==> src/rtl/cpu_pkg.sv <==
// Shared definitions for the PC fetch sequencer: FSM state encoding and PC constants.
package cpu_pkg;

   typedef enum logic [2:0] {
      S_FETCH = 3'd0,
      S_WAIT  = 3'd1,
      S_EXEC  = 3'd2,
      S_HALT  = 3'd3,
      S_ERR   = 3'd4
   } state_e;

   localparam logic [31:0] PC_STEP          = 32'd4;
   localparam logic [31:0] DEFAULT_RESET_PC = 32'h0000_3000;

endpackage

==> src/rtl/next_pc_calc.sv <==
// Combinational next-PC selection: jump beats a taken branch, which beats PC+4.
module next_pc_calc
   import cpu_pkg::*;
(
   input  logic [31:0] pc,
   input  logic [15:0] imm16,
   input  logic [25:0] imm26,
   input  logic        npc_sel,
   input  logic        zero,
   input  logic        jump,
   output logic [31:0] next_pc
);

   logic [31:0] pc4;
   logic [31:0] br_off;

   // Word offset sign-extended and scaled to bytes; additions wrap mod 2^32.
   assign pc4    = pc + PC_STEP;
   assign br_off = {{14{imm16[15]}}, imm16, 2'b00};

   always_comb begin
      if (jump)
         next_pc = {pc4[31:28], imm26, 2'b00};
      else if (npc_sel && zero)
         next_pc = pc4 + br_off;
      else
         next_pc = pc4;
   end

endmodule

==> src/rtl/pc_fetch_sequencer.sv <==
// Multi-cycle PC sequencer: paces instruction fetch with a req/ack handshake,
// commits the next PC once per instruction, and provides halt, watchdog and retire count.
module pc_fetch_sequencer
   import cpu_pkg::*;
#(
   parameter logic [31:0] RESET_PC = DEFAULT_RESET_PC,
   parameter int          TIMEOUT  = 16,
   parameter int          CNT_W    = 32
) (
   input  logic             clk,
   input  logic             reset,
   input  logic             imem_ack,
   input  logic [15:0]      imm16,
   input  logic [25:0]      imm26,
   input  logic             nPC_sel,
   input  logic             zero,
   input  logic             jump,
   input  logic             halt,
   output logic             imem_req,
   output logic [31:0]      PC,
   output logic             instr_valid,
   output logic             err,
   output logic [CNT_W-1:0] retired
);

   localparam int WD_W = $clog2(TIMEOUT + 1);
   // The counter holds the number of fetch cycles already completed, so the
   // edge that closes the TIMEOUT-th request cycle is the one that trips.
   localparam logic [WD_W-1:0] WD_LAST = WD_W'(TIMEOUT - 1);

   state_e           state_q, state_d;
   logic [31:0]      pc_q, pc_d;
   logic [CNT_W-1:0] retired_q, retired_d;
   logic [WD_W-1:0]  wd_cnt_q, wd_cnt_d;
   logic [31:0]      next_pc;
   logic             wd_expired;

   next_pc_calc u_next_pc_calc (
      .pc      (pc_q),
      .imm16   (imm16),
      .imm26   (imm26),
      .npc_sel (nPC_sel),
      .zero    (zero),
      .jump    (jump),
      .next_pc (next_pc)
   );

   assign wd_expired = (wd_cnt_q >= WD_LAST);

   // NOTE: sequential state uses non-blocking assignments so every flop samples
   // pre-edge values; blocking here would create order-dependent races.
   always_ff @(posedge clk) begin
      if (!reset) state_q <= S_FETCH;
      else        state_q <= state_d;
   end

   always_comb begin
      state_d = state_q;
      unique case (state_q)
         S_FETCH: state_d = imem_ack ? S_EXEC : S_WAIT;
         S_WAIT: begin
            if (imem_ack)        state_d = S_EXEC;
            else if (wd_expired) state_d = S_ERR;
         end
         S_EXEC:  state_d = halt ? S_HALT : S_FETCH;
         S_HALT:  state_d = S_HALT;
         S_ERR:   state_d = S_ERR;
         default: state_d = S_ERR;
      endcase
   end

   always_comb begin
      imem_req    = (state_q == S_FETCH) || (state_q == S_WAIT);
      instr_valid = (state_q == S_EXEC);
      err         = (state_q == S_ERR);
   end

   // NOTE: every comb output gets a default before the case, so no path leaves
   // a signal unassigned and no latch is inferred.
   always_comb begin
      pc_d      = pc_q;
      retired_d = retired_q;
      wd_cnt_d  = wd_cnt_q;
      unique case (state_q)
         S_FETCH: wd_cnt_d = WD_W'(1);
         S_WAIT: begin
            if (!imem_ack && !wd_expired) wd_cnt_d = wd_cnt_q + WD_W'(1);
         end
         S_EXEC: begin
            pc_d      = next_pc;
            retired_d = retired_q + CNT_W'(1);
         end
         default: ;
      endcase
   end

   always_ff @(posedge clk) begin
      if (!reset) begin
         pc_q      <= RESET_PC;
         retired_q <= '0;
         wd_cnt_q  <= '0;
      end else begin
         pc_q      <= pc_d;
         retired_q <= retired_d;
         wd_cnt_q  <= wd_cnt_d;
      end
   end

   assign PC      = pc_q;
   assign retired = retired_q;

endmodule

==> config.mk <==
export PLATFORM = sky130hd
export DESIGN_NAME = pc_fetch_sequencer
export DESIGN_NICKNAME = d
export VERILOG_FILES = /design/src/rtl/cpu_pkg.sv /design/src/rtl/next_pc_calc.sv /design/src/rtl/pc_fetch_sequencer.sv
export SDC_FILE = /design/constraint.sdc
export NUM_CORES = 1
export LEC_CHECK = 0
export CAP_MARGIN = 25
export CORE_UTILIZATION = 56
export DETAILED_ROUTE_END_ITERATION = 6
export PLACE_DENSITY = 0.89
export SETUP_SLACK_MARGIN = 0.05
export SYNTH_ARGS = -nofsm -noshare
export SYNTH_HDL_FRONTEND = slang
export SYNTH_SLANG_ARGS = --single-unit
==> constraint.sdc <==
create_clock -name clk -period 7.54 [get_ports clk]
set_clock_uncertainty 0.2 [all_clocks]
set_input_delay 2.262 -clock clk [delete_from_list [all_inputs] [get_ports clk]]
set_output_delay 2.262 -clock clk [all_outputs]
set_load 0.01 [all_outputs]
# Word-level counts from Yosys, hierarchy flattened
# Cells that the tools add are included.
[classes] addsub=4 order_cmp=1 eq_ne=6 muxes=9 n_reduce_logical=8
[ops] op="2-to-1 mux 32 bit" count=2
[ops] op="adder 32 x 1 -> 32 bit (second input constant)" count=1
[ops] op="adder 32 x 3 -> 32 bit (second input constant)" count=1
[ops] op="adder 32 bit" count=1
[ops] op="case mux 3 bit (4 select lines)" count=1
[ops] op="case mux 5 bit (2 select lines)" count=1
[ops] op="== test 3 x 2 -> 1 bit (second input constant)" count=2
[ops] op="2-to-1 mux 3 bit" count=2
[ops] op="adder 5 x 1 -> 5 bit (second input constant)" count=1
[ops] op=">= comparator 5 x 4 -> 1 bit (second input constant)" count=1
[ops] op="2-to-1 mux 5 bit" count=1
[ops] op="2-to-1 mux 2 bit" count=2
[ops] op="== test 3 x 1 -> 1 bit (second input constant)" count=1
[ops] op="== test 3 bit (second input constant)" count=1
[ops] op="logical NOT 3 bit" count=1
[ops] op="inequality test 3 bit (second input constant)" count=1
[ops] op="logical AND 1 bit" count=2
[ops] op="logical NOT 1 bit" count=2
[ops] op="inequality test 2 x 1 -> 1 bit (second input constant)" count=1
[ops] op="AND reduction 2 bit" count=1
[ops] op="nonzero test 2 bit" count=1
[ops] op="logical OR 1 bit" count=1
[word_totals] reg_bits=72 inputBits=49 out_inout_bits=67 wordCells=32

# Logic depth before layout (Yosys ltp)
[depth] word_depth=5 mapped_depth=17 mapped_depth_nobuf=17

# By module
# Synthesis repeated with hierarchy kept, for this count alone.
[unflattened] hier_cells=793 hier_area_um2=5923.2
[by_module_without_submodules] module="next_pc_calc" n_inst=1 cells_per_inst=433 area_each_um2=2966.6 seq_area_each_um2=0.0
[by_module_without_submodules] module="pc_fetch_sequencer" n_inst=1 cells_per_inst=360 area_each_um2=2956.6 seq_area_each_um2=1441.4

# Worst setup path after synthesis
# No wires, ideal clock.
[synth_timing] path_type="input-to-reg" startpoint="input imm16[0]" endpoint="register pc_q[24] (netlist: PC[24])" setup_ns=0.101 arrival_time_ns=4.345 required_ns=7.239 path_slack_ns=2.895 cell_stages=11 n_path_buf=0 cell_sequence="ha_1 -> fa_1 -> a21oi_1 -> nand4b_1 -> nand2_1 -> a21oi_1 -> o21ai_2 -> a21boi_0 -> xnor2_1 -> nor2_1 -> o41ai_1"
[synth_via] elab_chain_cells=3
[synth_lines] element="from (decl)" line="pc_fetch_sequencer.sv:13" text="input logic [15:0] imm16,"
[synth_lines] element="adder 32 bit" line="next_pc_calc.sv:25" text="next_pc = pc4 + br_off;"
[synth_lines] element="2-to-1 mux 32 bit" line="next_pc_calc.sv:24" text="else if (npc_sel && zero)"
[synth_lines] element="2-to-1 mux 32 bit" line="next_pc_calc.sv:22" text="if (jump)"
[synth_lines] element="to (signal assigned)" line="pc_fetch_sequencer.sv:103" text="pc_q <= pc_d;"
[synth_lines] element="to (decl)" line="pc_fetch_sequencer.sv:32" text="logic [31:0] pc_q, pc_d;"
# No other way between the ends.
# A chain may end at the register's enable or synchronous reset.

# Final worst setup path
[layout_timing] startpoint="input imm16[15]" endpoint="register pc_q[31] (netlist: PC[31])"
# The elaborated chain is that of the path after synthesis.

==> impl_metrics.yaml <==
critical_path:
  path_class: "input port to flip-flop"
  cpMaxStageDelayCell: "clkdlybuf4s50_1"
  crit_buf_inv: 1
  max_stage_delay_ns: 0.92
  path_cells: "clkdlybuf4s50_1 -> ha_1 -> nand2_1 -> nor2_1 -> a32oi_1 -> o311ai_4 -> o21ai_2 -> nor3_1 -> o31ai_2 -> mux2i_1 -> mux2i_1"
  r2r_cells: 15
  cp_top_family: "compound AO/OA/AOI/OAI gates"
  endpoint_kind: "flip-flop"
  cp_data_arrival_time_ns: 5.54
  cpMostUsedCell: "mux2i_1"
  startpoint_type: "input port"
  cp.depth: 11
  required_ns: 7.62
  path_max_fanout: 23
drt:
  drt-total-wl_mm: 16.7
  vias: 5963
  drtAntennaViolNets: 0
  dr.pass1.iters: 5
  wl_per_cell_um: 17.6
  viasPerCell: 6.30
  first_iter_violations: 427
  drc: 0
sta:
  final_max_slew_viol_count: 0
  grt_setup_unrepaired: "no"
  period_share: 0.724
  setup_violations: 0
  hold-worst-slack_ns: 0.296
  finalSetupTns_ns: 0
  finalHoldViolations: 0
  max_freq_ghz: 0.183
  slew_headroom: 0.352
  finalCriticalPeriod_ns: 5.46
  tightest_slew_ns: 0.969
grt:
  grt_max_degree: 53
  antenna_found_initial: 0
  grt_usage: 0.331
  gr-total-overflow: 0
  grt_pass1_wl_mm: 26.7
  grt_pass1_vias: 5513
logic_synthesis:
  synth_top_area_share: 0.255
  ys_seq_area_frac: 0.255
  ys_warn_count: 0
  syn_avg_cell_area_um2: 7.70
  synth_edf_count: 0
  synthTopCellsByCount: "84 x nor2_1, 82 x nand2_1, 70 x dfxtp_1"
  ys_types: 76
  synth_ff_type: "dfxtp_1"
  syn_inst: 714
  synth_area_um2: 5500
  synth_seq_cells: 70
  synth_async_sr_flop_share: 0
  yosys.area.top_type: "dfxtp_1"
  yosysMostFrequentCell: "nor2_1"
  synth_top_cells_by_area: "dfxtp_1 25%, ha_1 9.1%, xor2_1 6.2%"
die:
  ios: 116
  core-area_um2: 9370
  die_area_um2: 10200
  die_w_um: 101
  placementRows: 35
  initial_core_util: 0.587
  die_h_um: 101
cts:
  clk_latency_ns: 0.36
  clockRootBuffer: "clkbuf_8"
  post_cts_buffers: 0
  tritoncts: "built"
  clk_pin_slew_ns: 0.08
  numCtsBuffers: 9
  cts.sinks: 70
  htreeDepth: 3
  cts_buffer_depth: 2
  cts_resized: 0
  ctsHoldBuffers: 0
layout:
  fin_nets: 902
  layout-drive-gt1-share: 0.0588
  final_cells: 946
  final_area_um2: 6910
  diodes: 0
  area_growth_pct: 25.6
power:
  power_uw: 1090
  p_clk_frac: 0.327
  pwr-share-comb: 0.296
  p_leak_uw: 0.00268
  powerDensity_nw_per_um2: 159
  max-vdd-ir-drop_uv: 111
  p_sw_uw: 376
  seqPwrFrac: 0.377
  internal-power_uw: 719
  p_sw_frac: 0.344
worst_hold_path:
  whs_path_depth: 2
  holdCritPathClass: "flip-flop to flip-flop"
run:
  cap_violations: 0
place:
  placed_area_um2: 6680
  dp.cells: 930
  io_buffers: 113
  gp_congestion: 1.00
  dp_hpwl_mm: 12.0
status:
  status: "completed"
[layout by cell type, fill, tap and decap left out, drive strengths merged, types with 26 or more instances in the layout]
| cell type | synthesis | routed |
|---|---|---|
| o21ai | 44 | 44 |
| clkdlybuf4s50 | 0 | 113 |
| a21oi | 55 | 55 |
| ha | 40 | 40 |
| nor2 | 85 | 85 |
| dfxtp | 70 | 70 |
| xor2 | 39 | 39 |
| nand4 | 26 | 26 |
| nand2 | 84 | 84 |
| nand3 | 30 | 30 |
| xnor2 | 38 | 38 |
[power by group through the flow]
| stage | registers, uW | logic, uW | clock network [uW] |
|---|---|---|---|
| detailed placement | 421 | 314 | 0 |
| CTS | 412 | 317 | 361 |
| global route | 417 | 350 | 376 |
| global placement | 419 | 306 | 0 |
| finish | 413 | 324 | 358 |
| floorplan | 418 | 206 | 0 |
[tightest hold or removal path, stage by stage (launching register included)]
cell     delay, ns
dfxtp_1       0.33
nand2_1       0.06
mux2i_1       0.06
[sequential cells by signal, indices dropped and copies added, names as in the netlist]
name	flops
PC	30
retired	32
state_q	3
wd_cnt_q	5
[cell families (layout without fill, tap and decap cells)]
group,Yosys count,count (layout),share of synthesized area
AO/OA/AOI/OAI,182,182,0.220
adder cells (fa/ha/maj),41,41,0.0947
flip-flops,70,70,0.255
other,1,2,0.000682
multiplexers,5,5,0.00910
buffers and inverters,46,148,0.0371
AND/OR/NAND/NOR,292,292,0.261
XOR/XNOR,77,77,0.123
[path summary, 6_finish.rpt]
check        startpoint     end  slack [ns]
min reg2reg      PC[31]  PC[31]        0.30
max reg2reg       PC[5]  PC[31]        3.07
max           imm16[15]  PC[31]        2.08
min              PC[31]  PC[31]        0.30
[final cells by class]
class	count	area, um^2
Sequential cell	70	1400
Fill cell	744	2470
Tap cell	129	161
Inverter	15	56.3
Clock inverter	7	104
Timing Repair Buffer	117	1160
Multi-Input combinational cell	599	3900
Clock buffer	9	124
[per-stage QoR]
step	utilization	worst slack, ns
floorplan	-	2.89
global placement	0.713	1.87
detailed placement	0.713	1.80
CTS	0.737	2.15
global route	0.737	1.91
finish	0.737	2.08
[routing by layer]
layer	global-route usage	vias up	part of all wire
met2	0.548	337	0.46
met4	0.135	0	0.028
li1	-	2781	-
met1	0.426	2793	0.42
met3	0.0541	52	0.086
met5	0	-	0
Note: power is estimated with default switching activity, not from simulation.
